File: config.mk
export PLATFORM = sky130hd
export DESIGN_NAME = dmem_arbiter
export DESIGN_NICKNAME = d
export VERILOG_FILES = /design/src/rtl/dmem_arbiter.sv
export SDC_FILE = /design/constraint.sdc
export NUM_CORES = 1
export LEC_CHECK = 0
export CAP_MARGIN = 25
export CORE_AREA = 2 2 141 143
export DETAILED_ROUTE_END_ITERATION = 10
export DIE_AREA = 0 0 143 145
export HOLD_SLACK_MARGIN = 0.02
export PLACE_DENSITY = 0.55
export SYNTH_ARGS = -nofsm -noshare
export SYNTH_HDL_FRONTEND = slang
export SYNTH_SLANG_ARGS = --single-unit
File: constraint.sdc
create_clock -name clk -period 4.6 [get_ports clk]
set_clock_uncertainty 0.05 [all_clocks]
set_input_delay 0.69 -clock clk [delete_from_list [all_inputs] [get_ports clk]]
set_output_delay 0.69 -clock clk [all_outputs]
set_load 0.005 [all_outputs]
File: src/rtl/dmem_arbiter.sv
// Two-port data-memory arbiter: core (port 0) vs debug/loader (port 1), one access per cycle.
// Define DMEM_ARB_RR_EN for round-robin conflict resolution; otherwise port 0 has fixed priority.
module dmem_arbiter #(
  parameter int DATA_W     = 64,
  parameter int DM_ADDRESS = 9,
  parameter int LOCK_MAX   = 8
) (
  input  logic                  clk,
  input  logic                  reset,
  input  logic                  c0_req,
  input  logic                  c0_we,
  input  logic                  c0_lock,
  input  logic [DM_ADDRESS-1:0] c0_addr,
  input  logic [DATA_W-1:0]     c0_wdata,
  input  logic                  c1_req,
  input  logic                  c1_we,
  input  logic                  c1_lock,
  input  logic [DM_ADDRESS-1:0] c1_addr,
  input  logic [DATA_W-1:0]     c1_wdata,
  output logic                  c0_gnt,
  output logic                  c1_gnt,
  output logic                  c0_rvalid,
  output logic                  c1_rvalid,
  output logic [DATA_W-1:0]     rdata,
  output logic                  core_stall,
  output logic                  mem_re,
  output logic                  mem_we,
  output logic [DM_ADDRESS-1:0] mem_addr,
  output logic [DATA_W-1:0]     mem_wdata,
  input  logic [DATA_W-1:0]     mem_rdata
);

  localparam int CNT_W = $clog2(LOCK_MAX + 1);
  localparam logic [CNT_W-1:0] LOCK_LIM = CNT_W'(LOCK_MAX);

`ifdef DMEM_ARB_RR_EN
  localparam bit RR_EN = 1'b1;
`else
  localparam bit RR_EN = 1'b0;
`endif

  typedef enum logic [1:0] {
    OWN_NONE = 2'd0,
    OWN_P0   = 2'd1,
    OWN_P1   = 2'd2
  } owner_e;

  owner_e            r_owner;
  logic              r_last_gnt;
  logic              r_to_pend;   // a lock just timed out: the waiting port wins the next conflict
  logic [CNT_W-1:0]  r_lock_cnt;
  logic [DATA_W-1:0] r_rdata;
  logic              r_rvalid0;
  logic              r_rvalid1;

  logic              w_gnt0;
  logic              w_gnt1;
  logic              w_any;
  logic              w_win;
  logic              w_we;
  logic              w_lock;
  logic              w_timeout;
  logic [CNT_W-1:0]  w_cnt_inc;

  // NOTE: every signal gets a default at the top of the block so no path leaves it unassigned (no latch).
  always_comb begin
    w_gnt0 = 1'b0;
    w_gnt1 = 1'b0;
    if (reset) begin
      case (r_owner)
        OWN_P0: w_gnt0 = c0_req;
        OWN_P1: w_gnt1 = c1_req;
        default: begin
          if (c0_req && c1_req) begin
            if ((RR_EN || r_to_pend) && !r_last_gnt) w_gnt1 = 1'b1;
            else                                       w_gnt0 = 1'b1;
          end else begin
            w_gnt0 = c0_req;
            w_gnt1 = c1_req;
          end
        end
      endcase
    end
  end

  assign w_any     = w_gnt0 | w_gnt1;
  assign w_win     = w_gnt1;
  assign w_we      = w_win ? c1_we   : c0_we;
  assign w_lock    = w_win ? c1_lock : c0_lock;
  assign w_cnt_inc = r_lock_cnt + 1'b1;
  assign w_timeout = w_any & w_lock & (w_cnt_inc == LOCK_LIM);

  assign c0_gnt     = w_gnt0;
  assign c1_gnt     = w_gnt1;
  assign core_stall = reset & c0_req & ~w_gnt0;
  assign mem_we     = w_any & w_we;
  assign mem_re     = w_any & ~w_we;
  assign mem_addr   = w_any ? (w_win ? c1_addr  : c0_addr)  : '0;
  assign mem_wdata  = w_any ? (w_win ? c1_wdata : c0_wdata) : '0;

  assign c0_rvalid = r_rvalid0;
  assign c1_rvalid = r_rvalid1;
  assign rdata     = r_rdata;

  // NOTE: state uses non-blocking assignments so every register samples pre-edge values.
  always_ff @(posedge clk or negedge reset) begin
    if (!reset) begin
      r_owner    <= OWN_NONE;
      r_last_gnt <= 1'b0;
      r_to_pend  <= 1'b0;
      r_lock_cnt <= '0;
      r_rdata    <= '0;
      r_rvalid0  <= 1'b0;
      r_rvalid1  <= 1'b0;
    end else begin
      r_rvalid0 <= w_gnt0 & ~c0_we;
      r_rvalid1 <= w_gnt1 & ~c1_we;
      if (mem_re) r_rdata <= mem_rdata;
      if (w_any) begin
        r_last_gnt <= w_win;
        r_to_pend  <= w_timeout;
        if (w_lock && !w_timeout) begin
          r_owner    <= w_win ? OWN_P1 : OWN_P0;
          r_lock_cnt <= w_cnt_inc;
        end else begin
          r_owner    <= OWN_NONE;
          r_lock_cnt <= '0;
        end
      end
    end
  end

endmodule

==> results of run 1 <==
-- layout by cell type, fill, tap and decap left out, types with 5 or more instances in the layout --
| master | instances |
|---|---|
| a22o_1 | 74 |
| buf_4 | 5 |
| clkbuf_16 | 9 |
| clkdlybuf4s50_1 | 360 |
| dfrtp_1 | 74 |
| mux2_2 | 15 |
| mux2_4 | 49 |
| nand2_1 | 11 |
| nand3_1 | 7 |
| nor2_1 | 6 |
-- path summary, 6_finish.rpt --
| kind | startpoint | to | slack [ns] | depth (start not counted) |
|---|---|---|---|---|
| max | c1_req | mem_addr[2] | 1.0 | 7 |
| min | reset | rdata[17]$_DFFE_PN0P_ | 0.32 | 2 |
| max reg2reg | r_owner[0]$_DFFE_PN0P_ | rdata[26]$_DFFE_PN0P_ | 1.78 | 10 |
| min reg2reg | r_last_gnt$_DFFE_PN0P_ | r_last_gnt$_DFFE_PN0P_ | 0.44 | 2 |
| max in group asynchronous | reset | rdata[37]$_DFFE_PN0P_ | 3.60 | 3 |
| min in group clk | r_last_gnt$_DFFE_PN0P_ | r_last_gnt$_DFFE_PN0P_ | 0.44 | 2 |
-- flip-flops by register name, indices dropped and copies added, names as in the netlist --
register	cells
r_last_gnt	1
c1_rvalid	1
r_to_pend	1
r_owner	2
rdata	64
c0_rvalid	1
r_lock_cnt	4
-- report_power, final --
group	leakage [nW]	switching [mW]	internal (mW)
clock	0.131	0.293	0.374
combinational	2.26	0.662	1.44
sequential	0.885	0.186	0.968
total	3.28	1.14	2.78
-- critical path, stage by stage --
cell             delay, ns
clkdlybuf4s50_1       0.48
o211ai_1              0.09
a31o_2                0.28
inv_2                 0.11
buf_4                 0.39
a22o_1                0.23
clkdlybuf4s50_1       0.57
-- area by class of cell --
cell class                      instances  area share, %
Inverter                                4          0.185
Multi-Input combinational cell        191           23.5
Tap cell                              265           4.09
Timing Repair Buffer                  368           45.8
Clock inverter                          7          0.741
Clock buffer                            9           2.78
Sequential cell                        74           22.8
-- per-layer routing --
| metal | share of wire (%) | vias up | wire [µm] | global-route usage (%) |
|---|---|---|---|---|
| met2 | 55 | 203 | 9820 | 32.3 |
| met5 | 0.073 | - | 13 | 0 |
| met3 | 10 | 24 | 1780 | 6.60 |
| met4 | 1.8 | 2 | 321 | 4.90 |
| met1 | 33 | 1871 | 5900 | 15.4 |
| li1 | - | 1836 | - | - |
-- cells by family after synthesis --
group | share of synthesized area (%)
AO/OA/AOI/OAI | 20.1
flip-flops | 47.5
multiplexers | 23.4
adder cells (fa/ha/maj) | 1.28
buffers and inverters | 4.07
AND/OR/NAND/NOR | 3.66
==> metrics.txt, run 1 <==
post-synth top area cell=dfrtp_1; DP Worst Slack=0.972 ns; WL final=17800 µm; Post-Layout Cell Count=918; Core ar.=19200 µm²; yosys warns=0; initial antenna violation count=3; Most used DFF post-synth=dfrtp_1; Clk pin slew, worst setup/hold paths=0.07 ns; CTS Buf Count=9; sequential-to-total area share from yosys stat=47.5%; Distinct cells, synth=33; Slew @ Worst Pin=0.689 ns; Final ANT Viol Nets=0; hold buffer count at cts=0; Area Overhead vs Synth=108%; clk buf depth=2; wire per inst=19.4 µm; RePlAce Congestion=0.876; CTS tree=yes; Crit path required time=3.86 ns; Setup crit start kind=primary input; setup slack after layout=0.998 ns; H-tree depth=3; die area=20700 µm²; worst hold slack=0.324 ns; top post-synthesis cells by area=dfrtp_1, mux2_4, a22o_1; CP endpoint kind=primary output; Slew Limit Fails=0; Initial Utilization=20.3%; Layout Utilization=42.2%; layout cells sized above 1=14.5%; post-synth top area share=47.5%; syn avg cell area=13.4 µm²; number of global-route vias before repair=4292; CP Data Arrival Time=2.86 ns; setup TNS=0 ns; Area after DPL=7760 µm²; multi-input logic area=1910 µm²; max-cap viol count=0; number of port buffers=361; Sequential Area=1850 µm²; initial DRC count=78; status=finished, final reports clean; total global routing overflow=0; register bit total from synthesis=74; Pwr Total=3.92 mW; Slew headroom=53.9%; cts repair resizes=0; vias=3936; Worst Path Max Fanout=42; row count=51; syn_nets=514; Post-DP HPWL=14700 µm; Final min period=3.60 ns; die height=145 µm; final hold violation count=0; IO Pins=362; Synth Instances=292; dpl cells=900; Finish-stage setup viols=0; Post-synth EDFFs=0; fmax=278 MHz; critical path type=in2out; clock sinks=74; ANT cells=0; largest net degree at the start of global routing=76; vias per inst=4.29; Worst-Skew Late Latency=0.33 ns; Horiz. Die Dim=143 µm; top cells by count, synth=a22o_1, dfrtp_1, mux2_4; Post-CTS Setup Bufs=0; drt drc=0; async set or reset register ratio after synthesis=100%; Initial DRT Pass Iterations=4; first-pass GRT wire length=25600 µm; peak supply drop=0.177 mV; # nets final=870; synthesized area=3900 µm²; post-route design area=8110 µm²; HP Class=in2async; RSZ-0062 raised after global routing=false; PwrDens=484 nW/µm²; final period utilization=78.3%; Total GRT Usage=16.5%; filler cell count=1797; Clock Tree Root=clkbuf_16; LEAKAGE=3.28 nW
(Power assumes the default switching activity.)
==> run 2, diff against run 1 <==
Settings changed: CORE_AREA 2 2 141 143 to 2 2 140 142, DIE_AREA 0 0 143 145 to 0 0 142 144, PLACE_DENSITY 0.55 to 0.58.
Clock period 4.6 ns to 3.2 ns, I/O delays scaled along.
==> run 2 against run 1 <==
  * Routed wire length up 4.0%
  * Utilization is 1.5 points higher
  * Largest cell class unchanged
  * Highest routed layer is now met4
  * First-iteration DRC count up 32%
==> metrics.txt, run 2 (same netlist as run 1, synthesis figures left out) <==
status=finished, final reports clean; max FFs per register=64; vias per inst=4.50; CP endpoint kind=primary output; Pwr Total=5.92 mW; Total GRT Usage=16.6%; Setup crit start kind=flop; die area=20400 µm²; switching share of power=28.4%; final hold violation count=0; final period utilization=97.7%; clock sinks=74; power share of the combinational group=53.8%; critical path type=reg2out; Horiz. Die Dim=142 µm; PwrDens=710 nW/µm²; IO Pins=362; row count=51; initial DRC count=103; Worst-Skew Late Latency=0.32 ns; LEAKAGE=3.54 nW; first-pass GRT wire length=25400 µm; Slew headroom=38.5%; dpl cells=886; ANT cells=0; drt drc=0; Clk pin slew, worst setup/hold paths=0.06 ns; setup slack after layout=0.0731 ns; total global routing overflow=0; commonest non-fill, non-tap cell in the layout=clkdlybuf4s50_1; CP Data Arrival Time=2.60 ns; die height=144 µm; clock group share of total power=18.1%; Worst Path Max Fanout=18; Initial DRT Pass Iterations=5; HP Class=in2async; Finish-stage setup viols=0; clk buf depth=2; worst hold slack=0.368 ns; peak supply drop=0.229 mV; Initial Utilization=20.4%; CTS tree=yes; WL final=18600 µm; wire per inst=20.4 µm; # nets final=889; Core ar.=19100 µm²; largest net degree at the start of global routing=73; Slew Limit Fails=0; RePlAce Congestion=0.877; number of port buffers=361; filler cell count=1736; Post-DP HPWL=14800 µm; CTS Buf Count=9; layout cells sized above 1=17.0%; initial antenna violation count=0; Cell Int Power=4.24 mW; Slew @ Worst Pin=0.922 ns; H-tree depth=3; DP Worst Slack=0.0928 ns; vias=4087; commonest non-fill, non-tap cells in the layout=clkdlybuf4s50_1, a22o_1, dfrtp_1, mux2_4, buf_4; Crit path required time=2.67 ns; P_sw=1.68 mW; max-cap viol count=0; Post-Layout Cell Count=909; Layout Utilization=43.7%; Final ANT Viol Nets=0; Clock Tree Root=clkbuf_16; Flop pwr share=28.1%; Area Overhead vs Synth=114%; Final min period=3.13 ns; fmax=320 MHz; number of global-route vias before repair=4225
run 2: changes by cell type in the layout (fill, tap and decap cells not counted), moves of 2 or more:
cell / delta
buf_4: +11
bufinv_16: +2
clkdlybuf4s50_1: -13
buf_12: +4
inv_6: -2
dlygate4sd2_1: +6
buf_16: -2
dlymetal6s2s_1: +7
clkbuf_16: +3
run 2: repair_timing:
action,in CTS,in global routing
resized for setup,7,12
hold buffers,1,0
buffers inserted,0,2
endpoints found under the setup margin,37,66
gates cloned,1,4
hold endpoints to repair,2,0
pin swaps,0,1
run 2: final cells by class:
class / instances / area [µm²] / share of cell area, %
Clock buffer: 9 / 225 / 2.70
Clock inverter: 6 / 91.3 / 1.09
Multi-Input combinational cell: 191 / 1920 / 23.0
Sequential cell: 74 / 1850 / 22.2
Inverter: 4 / 17.5 / 0.210
Tap cell: 238 / 298 / 3.57
Timing Repair Buffer: 387 / 3950 / 47.3
run 2: critical path: stages, from the launching register on:
cell	delay, ns
dfrtp_1	0.40
inv_2	0.08
ha_4	0.21
o211ai_1	0.15
a31o_2	0.17
inv_4	0.07
nor2_4	0.17
buf_12	0.15
buf_8	0.18
a22o_1	0.16
clkdlybuf4s50_1	0.50
run 2: power groups by stage:
stage	Sequential (mW)	Combinational, mW	Clock, mW
5_1_grt	1.73	3.37	1.14
3_3_place_gp	1.65	3.08	0
4_1_cts	1.67	3.15	1.10
2_1_floorplan	1.68	1.20	0
6_report	1.67	3.19	1.07
3_5_place_dp	1.68	3.11	0
run 2: layer usage:
| layer | vias up | part of all wire [%] | GRT usage, % |
|---|---|---|---|
| met5 | - | 0 | 0 |
| li1 | 1875 | - | - |
| met4 | 0 | 1.9 | 5.11 |
| met3 | 22 | 8.9 | 6.19 |
| met2 | 215 | 54 | 31.0 |
| met1 | 1975 | 36 | 17.2 |
run 2: metrics by stage:
step,TNS [ns],instance area [µm²]
3_5_place_dp,0,7870
2_1_floorplan,0,3900
3_3_place_gp,0,7870
4_1_cts,-1.16,8220
5_1_grt,-0.0112,8350
6_report,0,8350
run 2: path summary, 6_finish.rpt:
kind	start	endpoint	slack, ns	cells past startpoint
worst max-delay path	r_owner[0]$_DFFE_PN0P_	mem_wdata[25]	0.07	10
worst min-delay path	reset	rdata[18]$_DFFE_PN0P_	0.37	2
worst max register to register	r_owner[0]$_DFFE_PN0P_	rdata[30]$_DFFE_PN0P_	0.61	10
worst min register to register	rdata[15]$_DFFE_PN0P_	rdata[15]$_DFFE_PN0P_	0.45	1
max in group asynchronous	reset	rdata[0]$_DFFE_PN0P_	2.12	2
min in group clk	rdata[15]$_DFFE_PN0P_	rdata[15]$_DFFE_PN0P_	0.45	1
